File: config.mk
export PLATFORM = sky130hd
export DESIGN_NAME = montred_issue_arbiter
export DESIGN_NICKNAME = d
export VERILOG_FILES = /design/src/rtl/montred_issue_arbiter.sv
export SDC_FILE = /design/constraint.sdc
export NUM_CORES = 1
export LEC_CHECK = 0
export BUFFER_PORTS_ARGS = -buffer_cell sky130_fd_sc_hd__buf_2
export CORE_MARGIN = 8
export CORE_UTILIZATION = 30
export DETAILED_ROUTE_END_ITERATION = 16
export PLACE_DENSITY_LB_ADDON = 0.2
export SLEW_MARGIN = 20
export SYNTH_ARGS = -nofsm -noshare
export SYNTH_HDL_FRONTEND = slang
export SYNTH_SLANG_ARGS = --single-unit
File: constraint.sdc
create_clock -name clk -period 8 [get_ports clk]
set_input_delay 0.8 -clock clk [delete_from_list [all_inputs] [get_ports clk]]
set_output_delay 0.8 -clock clk [all_outputs]
set_load 0.01 [all_outputs]
File: src/rtl/montred_issue_arbiter.sv
// rtl/montred_issue_arbiter.sv - round-robin, credit-gated issue arbiter for a shared Montgomery-reduction pipe
// Define MONTRED_ISSUE_STATS_EN to add per-requester grant counters and a credit-stall counter.
module montred_issue_arbiter #(
    parameter int NUM_REQ    = 4,
    parameter int NUM_PRIMES = 8,
    parameter int PIDX_W     = 3,
    parameter int M          = 17,
    parameter int T_BITS     = 108,
    parameter int OUT_BITS   = 55,
    parameter int PIPE_LAT   = 4,
    parameter int FIFO_DEPTH = 8,
    parameter int SRC_W      = (NUM_REQ > 1) ? $clog2(NUM_REQ) : 1
) (
    input  logic                      clk,
    input  logic                      rst_n,
    input  logic                      cfg_we,
    input  logic [PIDX_W-1:0]         cfg_idx,
    input  logic [M-1:0]              cfg_qm,
    input  logic [3:0]                cfg_k,
    output logic                      cfg_err,
    input  logic [NUM_REQ-1:0]        req_valid,
    output logic [NUM_REQ-1:0]        req_ready,
    input  logic [NUM_REQ*T_BITS-1:0] req_data,
    input  logic [NUM_REQ*PIDX_W-1:0] req_prime,
    output logic [T_BITS-1:0]         stage_in,
    output logic [M-1:0]              stage_q_m,
    output logic [3:0]                stage_k,
    input  logic [OUT_BITS-1:0]       stage_result,
    output logic                      res_valid,
    input  logic                      res_ready,
    output logic [OUT_BITS-1:0]       res_data,
    output logic [SRC_W-1:0]          res_src,
    output logic [PIDX_W-1:0]         res_prime
`ifdef MONTRED_ISSUE_STATS_EN
    ,
    output logic [NUM_REQ*16-1:0]     stat_grants,
    output logic [15:0]               stat_stall
`endif
);

    localparam int PTR_W = (FIFO_DEPTH > 1) ? $clog2(FIFO_DEPTH) : 1;
    localparam int CNT_W = $clog2(FIFO_DEPTH + 1);

    typedef struct packed {
        logic              v;
        logic [SRC_W-1:0]  src;
        logic [PIDX_W-1:0] prime;
    } tok_t;

    typedef struct packed {
        logic [OUT_BITS-1:0] data;
        logic [SRC_W-1:0]    src;
        logic [PIDX_W-1:0]   prime;
    } ent_t;

    logic [M-1:0]        cfg_qm_q [NUM_PRIMES];
    logic [M-1:0]        cfg_qm_d [NUM_PRIMES];
    logic [3:0]          cfg_k_q  [NUM_PRIMES];
    logic [3:0]          cfg_k_d  [NUM_PRIMES];
    logic                cfg_err_q, cfg_err_d;
    logic [SRC_W-1:0]    rr_q, rr_d;
    logic [CNT_W-1:0]    occ_q, occ_d;
    logic [T_BITS-1:0]   stage_in_q, stage_in_d;
    logic [M-1:0]        stage_qm_q, stage_qm_d;
    logic [3:0]          stage_k_q, stage_k_d;
    tok_t                tok_q [PIPE_LAT+1];
    tok_t                tok_d [PIPE_LAT+1];
    ent_t                mem_q [FIFO_DEPTH];
    ent_t                mem_d [FIFO_DEPTH];
    logic [PTR_W-1:0]    wr_ptr_q, wr_ptr_d, rd_ptr_q, rd_ptr_d;
    logic [CNT_W-1:0]    mem_cnt_q, mem_cnt_d;
    ent_t                head_q, head_d;
    logic                head_v_q, head_v_d;

    logic                found, issue_ok, hs, pop, fifo_wr, mem_wr, mem_rd, bypass;
    logic [SRC_W-1:0]    gnt;
    logic [SRC_W:0]      cand;
    logic [T_BITS-1:0]   sel_data;
    logic [PIDX_W-1:0]   sel_prime;
    ent_t                wr_ent;

    function automatic logic [PTR_W-1:0] ptr_inc(input logic [PTR_W-1:0] p);
        return (p == PTR_W'(FIFO_DEPTH - 1)) ? '0 : p + PTR_W'(1);
    endfunction

    // Search starts one past the last granted requester.
    always_comb begin
        found = 1'b0;
        gnt   = '0;
        cand  = '0;
        for (int off = 1; off <= NUM_REQ; off++) begin
            cand = {1'b0, rr_q} + (SRC_W+1)'(off);
            if (cand >= (SRC_W+1)'(NUM_REQ)) cand = cand - (SRC_W+1)'(NUM_REQ);
            if (!found && req_valid[cand[SRC_W-1:0]]) begin
                found = 1'b1;
                gnt   = cand[SRC_W-1:0];
            end
        end
        sel_data  = '0;
        sel_prime = '0;
        for (int i = 0; i < NUM_REQ; i++) begin
            if (gnt == SRC_W'(i)) begin
                sel_data  = req_data[i*T_BITS +: T_BITS];
                sel_prime = req_prime[i*PIDX_W +: PIDX_W];
            end
        end
        issue_ok  = rst_n && (occ_q < CNT_W'(FIFO_DEPTH));
        hs        = found && issue_ok;
        req_ready = hs ? (NUM_REQ'(1) << gnt) : '0;
    end

    always_comb begin
        cfg_qm_d   = cfg_qm_q;
        cfg_k_d    = cfg_k_q;
        cfg_err_d  = cfg_err_q;
        rr_d       = rr_q;
        stage_in_d = stage_in_q;
        stage_qm_d = stage_qm_q;
        stage_k_d  = stage_k_q;
        mem_d      = mem_q;
        wr_ptr_d   = wr_ptr_q;
        rd_ptr_d   = rd_ptr_q;
        head_d     = head_q;
        head_v_d   = head_v_q;
        mem_wr     = 1'b0;
        mem_rd     = 1'b0;
        bypass     = 1'b0;

        if (cfg_we) begin
            if (cfg_k > 4'd8) begin
                cfg_err_d = 1'b1;
            end else begin
                cfg_qm_d[cfg_idx] = cfg_qm;
                cfg_k_d[cfg_idx]  = cfg_k;
            end
        end

        // Config is sampled from the current table, so a same-cycle write is not seen.
        tok_d[0] = '0;
        if (hs) begin
            stage_in_d = sel_data;
            stage_qm_d = cfg_qm_q[sel_prime];
            stage_k_d  = cfg_k_q[sel_prime];
            rr_d       = gnt;
            tok_d[0]   = '{v: 1'b1, src: gnt, prime: sel_prime};
        end
        for (int d = 1; d <= PIPE_LAT; d++) tok_d[d] = tok_q[d-1];

        fifo_wr = tok_q[PIPE_LAT].v;
        wr_ent  = '{data: stage_result, src: tok_q[PIPE_LAT].src, prime: tok_q[PIPE_LAT].prime};
        pop     = head_v_q && res_ready;
        occ_d   = occ_q + CNT_W'(hs) - CNT_W'(pop);

        // Head register refills from storage first, else straight from the capture path.
        if (!head_v_q || pop) begin
            if (mem_cnt_q != '0) begin
                head_d   = mem_q[rd_ptr_q];
                head_v_d = 1'b1;
                mem_rd   = 1'b1;
            end else if (fifo_wr) begin
                head_d   = wr_ent;
                head_v_d = 1'b1;
                bypass   = 1'b1;
            end else begin
                head_v_d = 1'b0;
            end
        end
        mem_wr = fifo_wr && !bypass;
        if (mem_wr) begin
            mem_d[wr_ptr_q] = wr_ent;
            wr_ptr_d        = ptr_inc(wr_ptr_q);
        end
        if (mem_rd) rd_ptr_d = ptr_inc(rd_ptr_q);
        mem_cnt_d = mem_cnt_q + CNT_W'(mem_wr) - CNT_W'(mem_rd);
    end

    always_ff @(posedge clk or negedge rst_n) begin
        if (!rst_n) begin
            for (int i = 0; i < NUM_PRIMES; i++) begin
                cfg_qm_q[i] <= '0;
                cfg_k_q[i]  <= '0;
            end
            for (int d = 0; d <= PIPE_LAT; d++) tok_q[d] <= '0;
            for (int i = 0; i < FIFO_DEPTH; i++) mem_q[i] <= '0;
            cfg_err_q  <= 1'b0;
            rr_q       <= '0;
            occ_q      <= '0;
            stage_in_q <= '0;
            stage_qm_q <= '0;
            stage_k_q  <= '0;
            wr_ptr_q   <= '0;
            rd_ptr_q   <= '0;
            mem_cnt_q  <= '0;
            head_q     <= '0;
            head_v_q   <= 1'b0;
        end else begin
            cfg_qm_q   <= cfg_qm_d;
            cfg_k_q    <= cfg_k_d;
            tok_q      <= tok_d;
            mem_q      <= mem_d;
            cfg_err_q  <= cfg_err_d;
            rr_q       <= rr_d;
            occ_q      <= occ_d;
            stage_in_q <= stage_in_d;
            stage_qm_q <= stage_qm_d;
            stage_k_q  <= stage_k_d;
            wr_ptr_q   <= wr_ptr_d;
            rd_ptr_q   <= rd_ptr_d;
            mem_cnt_q  <= mem_cnt_d;
            head_q     <= head_d;
            head_v_q   <= head_v_d;
        end
    end

    a_no_fifo_overflow: assert property (@(posedge clk) disable iff (!rst_n)
        !(mem_wr && !mem_rd && (mem_cnt_q == CNT_W'(FIFO_DEPTH))));

    assign cfg_err   = cfg_err_q;
    assign stage_in  = stage_in_q;
    assign stage_q_m = stage_qm_q;
    assign stage_k   = stage_k_q;
    assign res_valid = head_v_q;
    assign res_data  = head_q.data;
    assign res_src   = head_q.src;
    assign res_prime = head_q.prime;

`ifdef MONTRED_ISSUE_STATS_EN
    logic [15:0] stat_g_q [NUM_REQ];
    logic [15:0] stat_g_d [NUM_REQ];
    logic [15:0] stat_s_q, stat_s_d;

    always_comb begin
        stat_g_d = stat_g_q;
        stat_s_d = stat_s_q;
        if (hs && stat_g_q[gnt] != 16'hFFFF) stat_g_d[gnt] = stat_g_q[gnt] + 16'd1;
        if ((|req_valid) && rst_n && !issue_ok && stat_s_q != 16'hFFFF) stat_s_d = stat_s_q + 16'd1;
    end

    always_ff @(posedge clk or negedge rst_n) begin
        if (!rst_n) begin
            for (int i = 0; i < NUM_REQ; i++) stat_g_q[i] <= '0;
            stat_s_q <= '0;
        end else begin
            stat_g_q <= stat_g_d;
            stat_s_q <= stat_s_d;
        end
    end

    always_comb begin
        stat_grants = '0;
        for (int i = 0; i < NUM_REQ; i++) stat_grants[i*16 +: 16] = stat_g_q[i];
    end
    assign stat_stall = stat_s_q;
`endif

endmodule

## Yosys cells after proc, flatten, opt, wreduce, memory -nomap -nowiden

Cells that the tools add are included.

- Flip-flop bits (word level): 885
- Output and inout port bits: 195

- Add/subtract/negate cells: 14
- Magnitude comparators: 16
- Eq/ne operators: 5
- Shift operators: 1
- Muxes and demuxes: 58
- Bitwise gates (word level): 5
- Reductions and logical operators: 21

Operators by type and width:

| cell | count |
|---|---|
| 480-bit bitwise mux | 1 |
| 108-bit 2-to-1 mux | 4 |
| 60-bit 2-to-1 mux | 5 |
| 60-bit binary-select mux with 3-bit select | 1 |
| 60-bit demux with 3-bit select | 1 |
| 136-bit bitwise mux | 1 |
| 17-bit binary-select mux with 3-bit select | 1 |
| 17-bit demux with 3-bit select | 1 |
| 17-bit 2-to-1 mux | 3 |
| 32-bit bitwise mux | 1 |
| 3-bit 2-to-1 mux | 6 |
| 4-bit >= comparator (second input constant) | 4 |
| 2-bit 2-to-1 mux | 8 |
| 4-bit 2-to-1 mux | 4 |
| 3-bit inverter with 4-bit output | 4 |
| 1-bit 2-to-1 mux | 14 |
| 4-bit binary-select mux with 3-bit select | 1 |
| 4-bit demux with 3-bit select | 1 |
| 3-bit >= comparator (second input constant) | 4 |
| 2-bit by 3-bit less-than comparator with 1-bit output (second input constant) | 4 |
| 1-bit logical AND | 9 |
| 4-bit by 1-bit adder with 4-bit output | 2 |
| 1-bit binary-select mux with 2-bit select | 4 |
| 4-bit by 1-bit less-than comparator with 1-bit output (second input constant) | 2 |
| other kinds (20) | 34 |

## Logic depth before layout (Yosys ltp)

Gate-level depths: netlist of run 1.

- Depth in word-level cells: 24
- Depth in mapped cells: 14
- Gate-level depth less buffers: 12

## Worst setup path after synthesis of run 1

OpenSTA, ideal clock, no wires.

- Path kind: in2reg
- From: input port req_valid[1]
- To: register occ_q[2]
- Library setup time: 0.123 ns
- Data arrival time: 3.480 ns
- Required time: 7.877 ns
- Slack: 4.398 ns
- Cell stages on the path: 12
- Path buffers: 4
- Cells stage by stage: or4_1 > nand3b_1 > clkbuf_1 > clkbuf_1 > clkbuf_1 > buf_2 > ha_1 > inv_1 > ha_1 > inv_1 > fa_1 > xnor2_1

- Longest elaborated chain between the ends: 15
- Elaborated cells between the ends (all ways): 21
- Classes of those cells: add/sub: 2; mux: 12; reduce/logical: 7

RTL lines:

| item | RTL line | text |
|---|---|---|
| from (decl) | 21 | `input logic [NUM_REQ-1:0] req_valid,` |
| 1-bit binary-select mux with 2-bit select | 94 | `if (!found && req_valid[cand[SRC_W-1:0]]) begin` |
| 1-bit 2-to-1 mux (not written as such) | 94 |  |
| 1-bit 2-to-1 mux | 94 |  |
| 1-bit logical NOT | 94 |  |
| 1-bit logical AND | 94 |  |
| 1-bit 2-to-1 mux | 94 |  |
| 1-bit logical NOT | 94 |  |
| 1-bit logical AND | 94 |  |
| 1-bit 2-to-1 mux | 94 |  |
| 1-bit logical NOT | 94 |  |
| 1-bit logical AND | 94 |  |
| 1-bit 2-to-1 mux (*) | 94 |  |
| 1-bit logical AND (*) | 108 | `hs = found && issue_ok;` |
| 4-bit by 1-bit adder with 4-bit output (*) | 152 | `occ_d = occ_q + CNT_W'(hs) - CNT_W'(pop);` |
| 4-bit by 1-bit subtractor with 4-bit output (*) | 152 |  |
| net occ_d[2] | 62 | `logic [CNT_W-1:0] occ_q, occ_d;` |
| to (signal assigned) | 187 | `occ_q <= '0;` |
| to (signal assigned) | 203 | `occ_q <= occ_d;` |
| to (decl) | 62 |  |

Mark *: on every way through the listed nets, which the timed path passes. The rest lies on a longest branch. The select of a mux whose other input is x is not followed.
A chain may end at the register's enable or synchronous reset.

## Worst setup path after layout of run 1

- From: input port rst_n
- To: output port req_ready[2]

- Longest elaborated chain between the ends: 3

RTL lines:

| item | RTL line | text |
|---|---|---|
| from (decl) | 15 | `input logic rst_n,` |
| 1-bit logical AND | 107 | `issue_ok = rst_n && (occ_q < CNT_W'(FIFO_DEPTH));` |
| 1-bit logical AND | 108 |  |
| net hs | 75 | `logic found, issue_ok, hs, pop, fifo_wr, mem_wr, mem_rd, bypass;` |
| 4-bit 2-to-1 mux | 109 | `req_ready = hs ? (NUM_REQ'(1) << gnt) : '0;` |
| to (decl) | 22 | `output logic [NUM_REQ-1:0] req_ready,` |

The timed path passes the listed nets, and every way through them passes these cells.

==> impl_metrics.yaml, run 1 <==
grt:
  grt_pass1_wl_um: 231000
  grt_overflow: 0
  grt_max_degree: 203
  antenna_found_initial: 67
  grt_pass1_vias: 31853
  grt_usage_pct: 20.6
pwr:
  power_frac_seq_pct: 38.7
  power_frac_comb_pct: 37.0
  power_mw: 19.7
  clkPwrFrac_pct: 24.3
  cellPowerDensity_nw_per_um2: 390
  power.leakage_nw: 24.0
  switchingPower_mw: 7.19
  internal-power_mw: 12.5
  p_sw_share_pct: 36.5
  peakVddDrop_mv: 0.277
route:
  first_pass_iters: 5
  drt_iter0_drc: 1904
  drc_errors: 0
  vias: 30707
  ant_nets: 0
  routed_wl_um: 158000
  vias_per_cell: 5.04
  routedWlPerCell_um: 26.0
critical_path:
  worstPathRequired_ns: 7.20
  endpoint_kind: "primary output"
  crit_buf_inv: 5
  critical_path.max_fanout: 62
  reg2reg_setup_slack_ns: 4.28
  crit_path_top_delay_cell: "dlygate4sd3_1"
  arrival_ns: 2.93
  startpoint_type: "primary input"
  path_cells: "dlygate4sd3_1 -> buf_8 -> nand3b_1 -> buf_4 -> inv_1 -> nand2_1 -> nor2_1 -> buf_2"
  path_class: "in2out"
  cp_top_family: "buffers and inverters"
  critPathMaxStageDelay_ns: 0.56
cells_and_area:
  final_cell_area_um2: 50400
  drive_gt1_share_pct: 41.0
  final_cell_mix: "dfrtp_1 (882), nand2_1 (788), buf_2 (724)"
  filler_cell_count: 13646
  areaGrowthSynthToFinish_pct: 21.6
  final_common_cell: "dfrtp_1"
  fin_nets: 4729
  utilization_pct: 36.7
synth:
  ys_warn_count: 0
  seq_area_frac_synth_pct: 53.4
  postSynthAreaPerCell_um2: 11.7
  syn_area_um2: 41500
  synth_cell_types: 53
  synthFlopType: "dfrtp_1"
  synth_nets: 4098
  synth_seq_cells: 885
  postSynthCellCount: 3552
  synth_edf_count: 0
  synthArstFlopShare_pct: 100
place:
  hpwl_um: 109000
  place_congestion: 0.967
  place_area_um2: 46900
  portBuffers: 725
die:
  fp-row-count: 136
  die_h_um: 388
  core_um2: 137000
  fp.dieArea_um2: 150000
  initial_core_util_pct: 30.2
  io_pins: 726
  fp.dieW_um: 388
timing:
  finalMaxSlewViolations: 0
  finalCritPeriodShare_pct: 46.6
  timing.fmax_ghz: 0.268
  setup_tns_ns: 0
  period_needed_ns: 3.73
  slew_headroom_pct: 21.3
  tightestPinTransition_ns: 1.18
  finClkSkew_ns: 0.0357
  rsz0062_at_grt: "no"
  hold_slack_ns: 0.348
  final-setup-viol-count: 0
  hold_viol_final: 0
clock_tree:
  cts-root-buf: "clkbuf_16"
  clk_pin_slew_ns: 0.06
  cts_tree: "built"
  cts_buffers: 103
  post_cts_resize_count: 0
  htree_num_levels: 3
  clk-insertion-delay-late_ns: 0.72
  cts_sinks: 885
  max-clock-path-buffers: 3
run:
  cap_viol_max_count: 0
hold_path:
  hold_class: "reg2reg"
outcome:
  outcome: "completed"
[metrics by stage]
stage	cells	setup slack [ns]
3_3_place_gp	5871	3.70
3_5_place_dp	5871	3.58
4_1_cts	6061	4.00
2_1_floorplan	3552	4.40
6_report	6091	4.27
5_1_grt	6075	3.88
[state kept, by name, indices dropped and copies added (netlist names)]
signal	cells
mem_q	480
cfg_qm_q	136
stage_in	108
res_data	55
cfg_k_q	32
tok_d	24
stage_q_m	17
tok_q	5
mem_cnt_q	4
occ_q	4
stage_k	4
rd_ptr_q	3
res_prime	3
wr_ptr_q	3
res_src	2
rr_q	2
cfg_err	1
fifo_wr	1
res_valid	1
[path summary, 6_finish.rpt]
path / to / cells past startpoint / start
max: req_ready[2] / 8 / rst_n
min in group asynchronous: mem_q[365] / 2 / rst_n
min: tok_d[9] / 0 / tok_d[15]
min reg2reg: tok_d[9] / 0 / tok_d[15]
max in group asynchronous: stage_in[21] / 5 / rst_n
max reg2reg: stage_q_m[12] / 10 / rr_q[1]
[cell families (layout without fill, tap and decap cells)]
group | after synthesis | after routing | synth area share [%]
adders and majority gates | 15 | 15 | 0.489
and+or+nand+nor | 1136 | 1136 | 11.6
muxes | 858 | 858 | 26.4
xor gates and xnor gates | 5 | 5 | 0.106
other | 0 | 30 | 0
DFF | 885 | 885 | 53.4
buffers and inverters | 279 | 994 | 2.78
AOI/OAI and AO/OA | 374 | 374 | 5.25
[area by class of cell]
class                           count  area [um^2]  area share [%]
Sequential cell                   885        22200            43.9
Clock inverter                     36          434           0.861
Tap cell                         1794         2240            4.45
Inverter                           19         71.3           0.141
Antenna cell                       30         75.1           0.149
Multi-Input combinational cell   2388        18300            36.2
Clock buffer                      153         3050            6.04
Timing Repair Buffer              786         4140            8.21
[cells in the mapped netlist (2+ instances only)]
master / count / share of area, %
buf_6: 10 / 0.27
nand3b_1: 6 / 0.11
nor2b_1: 42 / 0.63
a222oi_1: 21 / 0.51
buf_2: 22 / 0.27
a21oi_1: 85 / 1.0
nand2b_1: 5 / 0.075
nor4b_1: 2 / 0.042
buf_1: 34 / 0.31
mux2_2: 651 / 18
o22ai_1: 23 / 0.35
mux2_1: 20 / 0.54
mux4_2: 120 / 6.5
a21o_1: 4 / 0.072
inv_1: 18 / 0.16
a211oi_1: 40 / 0.72
o21ai_0: 190 / 2.3
fa_1: 2 / 0.097
ha_1: 13 / 0.39
clkbuf_1: 192 / 1.7
xnor2_1: 4 / 0.084
o21bai_1: 2 / 0.036
mux2i_1: 66 / 1.6
and2_1: 4 / 0.060
nor2_1: 33 / 0.30
or2_2: 2 / 0.030
or3_1: 21 / 0.32
nand4b_1: 2 / 0.042
dfrtp_1: 885 / 53
nand3_1: 219 / 2.6
nor3_1: 4 / 0.048
nand2_1: 789 / 7.1
[worst register-to-register path: stages, from the launching register on]
cell and delay, ns:
dfrtp_1 0.47, a21oi_1 0.33, o32a_2 0.21, buf_4 0.66, a221oi_4 0.04, buf_4 0.29, a21oi_4 0.15, buf_6 0.68
mux2i_1 0.32, o22ai_1 0.11, or3_1 0.36
[routing by layer]
layer | share of wire (%) | track usage [%]
met5 | 0.095 | 0
met4 | 3.1 | 6.72
met3 | 6.2 | 5.24
met2 | 48 | 33.7
met1 | 42 | 26.5
[power by group through the flow]
stage	clock network [mW]	logic [mW]	registers [mW]
floorplan	0	4.93	7.19
global placement	0	7.29	7.68
detailed placement	0	7.41	7.70
CTS	4.95	7.43	7.63
global route	5.13	7.99	7.86
finish	4.79	7.29	7.62
[repair_timing]
item / 4_1_cts / 5_1_grt
hold endpoints to repair: 15 / 0
hold buffers: 1 / 0
setup buffers: 0 / 0
(Power assumes the default switching activity.)
==> inputs of run 2 (changes only) <==
--- a/config.mk
+++ b/config.mk
@@ -5,6 +5,7 @@
 export SDC_FILE = /design/constraint.sdc
 export NUM_CORES = 1
 export LEC_CHECK = 0
+export ABC_AREA = 1
 export BUFFER_PORTS_ARGS = -buffer_cell sky130_fd_sc_hd__buf_2
 export CORE_MARGIN = 8
 export CORE_UTILIZATION = 30
==> constraint.sdc (replaced) <==
create_clock -name clk -period 3.8 [get_ports clk]
set_input_delay 0.38 -clock clk [delete_from_list [all_inputs] [get_ports clk]]
set_output_delay 0.38 -clock clk [all_outputs]
set_load 0.01 [all_outputs]
==> run 2 against run 1 <==
Effect of this change:
- clock-buffer cell count shrank 1
- largest cell class unchanged
- first-iteration DRC count rose by 70%
- synthesized cell count rose by 37%
- hold slack got worse by 0.29 ns
- final area rose by 2.8%
- combinational power rose to 3.5 times the previous value
- flip-flop and latch count did not move
- critical path type is now reg2reg
- setup slack worse by 4.1 ns
- largest power group is now combinational cells
- via count is 23% higher
- die area is 2.8% lower
- total power increased to 2.6 times the previous value
==> impl_metrics.yaml, run 2 <==
grt:
  antenna_found_initial: 51
  grt_usage_pct: 22.5
  grt_max_degree: 155
  grt_overflow: 0
  grt_pass1_vias: 37473
  grt_pass1_wl_um: 252000
route:
  drt_iter0_drc: 3234
  first_pass_iters: 6
  routed_wl_um: 170000
  drc_errors: 0
  routedWlPerCell_um: 22.4
  ant_nets: 0
  vias: 37701
  vias_per_cell: 4.98
cells_and_area:
  largest_reg_flops: 480
  filler_cell_count: 13874
  top_register: "mem_q"
  multiInputGateArea_um2: 15700
  drive_gt1_share_pct: 17.9
  final_cell_area_um2: 51900
  final_cell_mix: "nand2_1 (1342), o21ai_0 (1009), dfrtp_1 (881)"
  final_common_cell: "nand2_1"
  areaGrowthSynthToFinish_pct: 28.8
  fin_nets: 6224
  seq_area_um2: 22200
critical_path:
  crit_path_top_delay_cell: "dlygate4sd3_1"
  worstPathRequired_ns: 4.45
  path_class: "reg2reg"
  endpoint_kind: "flip-flop"
  arrival_ns: 4.24
  path_cells: "inv_4 -> nand2_1 -> nand2_1 -> nand2_2 -> nand2_2 -> nor2_1 -> a21oi_2 -> nand3_4 -> nor2_4 -> buf_4 -> a221oi_1 -> dlygate4sd3_1 -> a31oi_1 -> dlygate4sd3_1"
  critical_path.max_fanout: 10
  cp_num_cells: 14
  cp_top_family: "buffers and inverters"
  crit_buf_inv: 4
  ff2ff_path_depth: 14
  startpoint_type: "flip-flop"
  critPathMaxStageDelay_ns: 0.59
synth:
  netlist.area_leader.share_pct: 55.0
  synth_edf_count: 0
  synthTopCellsByArea: "dfrtp_1 (55%), o21ai_0 (13%), nand2_1 (13%), nor2_1 (3.1%), nand3_1 (3.0%)"
  synth_nets: 5418
  syn_area_um2: 40300
  synth_seq_cells: 885
  synth_cell_types: 37
  synthFlopType: "dfrtp_1"
  synthArstFlopShare_pct: 100
  yosysMostFrequentCell: "nand2_1"
  postSynthCellCount: 4872
  ys_top_cells_by_count: "nand2_1 (1343), o21ai_0 (1009), dfrtp_1 (885)"
  yosys.area.top_type: "dfrtp_1"
  seq_area_frac_synth_pct: 55.0
  postSynthAreaPerCell_um2: 8.27
  ys_warn_count: 0
timing:
  hold_viol_final: 0
  slew_headroom_pct: 35.2
  tightestPinTransition_ns: 0.972
  timing.fmax_ghz: 0.279
  rsz0062_at_grt: "no"
  period_needed_ns: 3.59
  final-setup-viol-count: 0
  hold_slack_ns: 0.0549
  finalMaxSlewViolations: 0
  finClkSkew_ns: 0.0717
  setup_tns_ns: 0
  fin_ws_ns: 0.215
  finalCritPeriodShare_pct: 94.4
pwr:
  peakVddDrop_mv: 0.617
  power.leakage_nw: 25.1
  cellPowerDensity_nw_per_um2: 1000
clock_tree:
  max-clock-path-buffers: 3
  cts_tree: "built"
  post_cts.repair.setup_buffers: 0
  clk_pin_slew_ns: 0.06
  clk-insertion-delay-late_ns: 0.73
  htree_num_levels: 3
  cts-root-buf: "clkbuf_16"
  cts_sinks: 885
  cts_buffers: 104
die:
  core_um2: 133000
  fp.dieW_um: 382
  io_pins: 726
  fp-row-count: 134
  fp.dieArea_um2: 146000
  initial_core_util_pct: 30.2
  die_h_um: 382
place:
  place_congestion: 0.903
  pre_cts_ws_ns: 0.518
  portBuffers: 725
  place_area_um2: 45700
  hpwl_um: 115000
run:
  cap_viol_max_count: 0
outcome:
  outcome: "completed"
hold_path:
  min_path_cells: 5
  hold_class: "in2reg"
[run 2: final timing paths]
path / start / endpoint / slack, ns
min reg2reg: tok_d[14] / tok_d[8] / 0.31
max in group asynchronous: rst_n / rd_ptr_q[1] / 1.62
max reg2reg: rr_q[0] / stage_in[24] / 0.21
min: req_data[91] / stage_in[91] / 0.05
max: rr_q[0] / stage_in[24] / 0.21
min in group asynchronous: rst_n / mem_q[77] / 0.12
[run 2: metrics by stage]
step	std cells	util [%]	total power, mW
after floorplan	4872	-	30.3
after global placement	7099	34.3	39.5
after detailed placement	7099	34.3	39.7
after CTS	7531	38.8	52.4
after global routing	7542	38.9	56.1
final	7567	38.9	52.0
[run 2: cell families after synthesis]
kind of cell	after synthesis	share of synthesized area, %
and+or+nand+nor	1959	19.3
buffers and inverters	611	6.03
xor gates and xnor gates	5	0.109
DFF	885	55.0
AOI/OAI and AO/OA	1397	19.0
adders and majority gates	15	0.503
[run 2: per-layer routing]
metal | routed length (um) | track usage, %
met5 | 126 | 0
met4 | 10000 | 11.9
met3 | 11300 | 5.10
met2 | 80900 | 37.0
met1 | 67600 | 27.5
[run 2: worst register-to-register path: cells and delay by family, from the launching register on]
family | cells | cell delay [ns]
buf+inv | 4 | 1.58
flops | 1 | 0.50
compound gates | 3 | 0.43
simple gates | 7 | 1.03
[run 2: timing repair]
item	in CTS	in global routing
gates resized for setup	0	7
hold endpoints to repair	282	0
hold buffers	241	0
setup endpoints to repair	0	23
[run 2: layout make-up]
type	count	share of cell area (%)
clock buffer	152	5.91
multi-input combinational	3376	30.3
sequential	885	42.7
tap	1768	4.27
timing repair buffer	1064	13.7
clock inverter	39	1.08
antenna	36	0.174
inverter	247	1.82
[run 2: where the power goes]
part	switching, mW	total, mW	internal (mW)
Clock	4.26	10.6	6.34
Sequential	2.36	15.6	13.2
Combinational	15.9	25.8	9.82
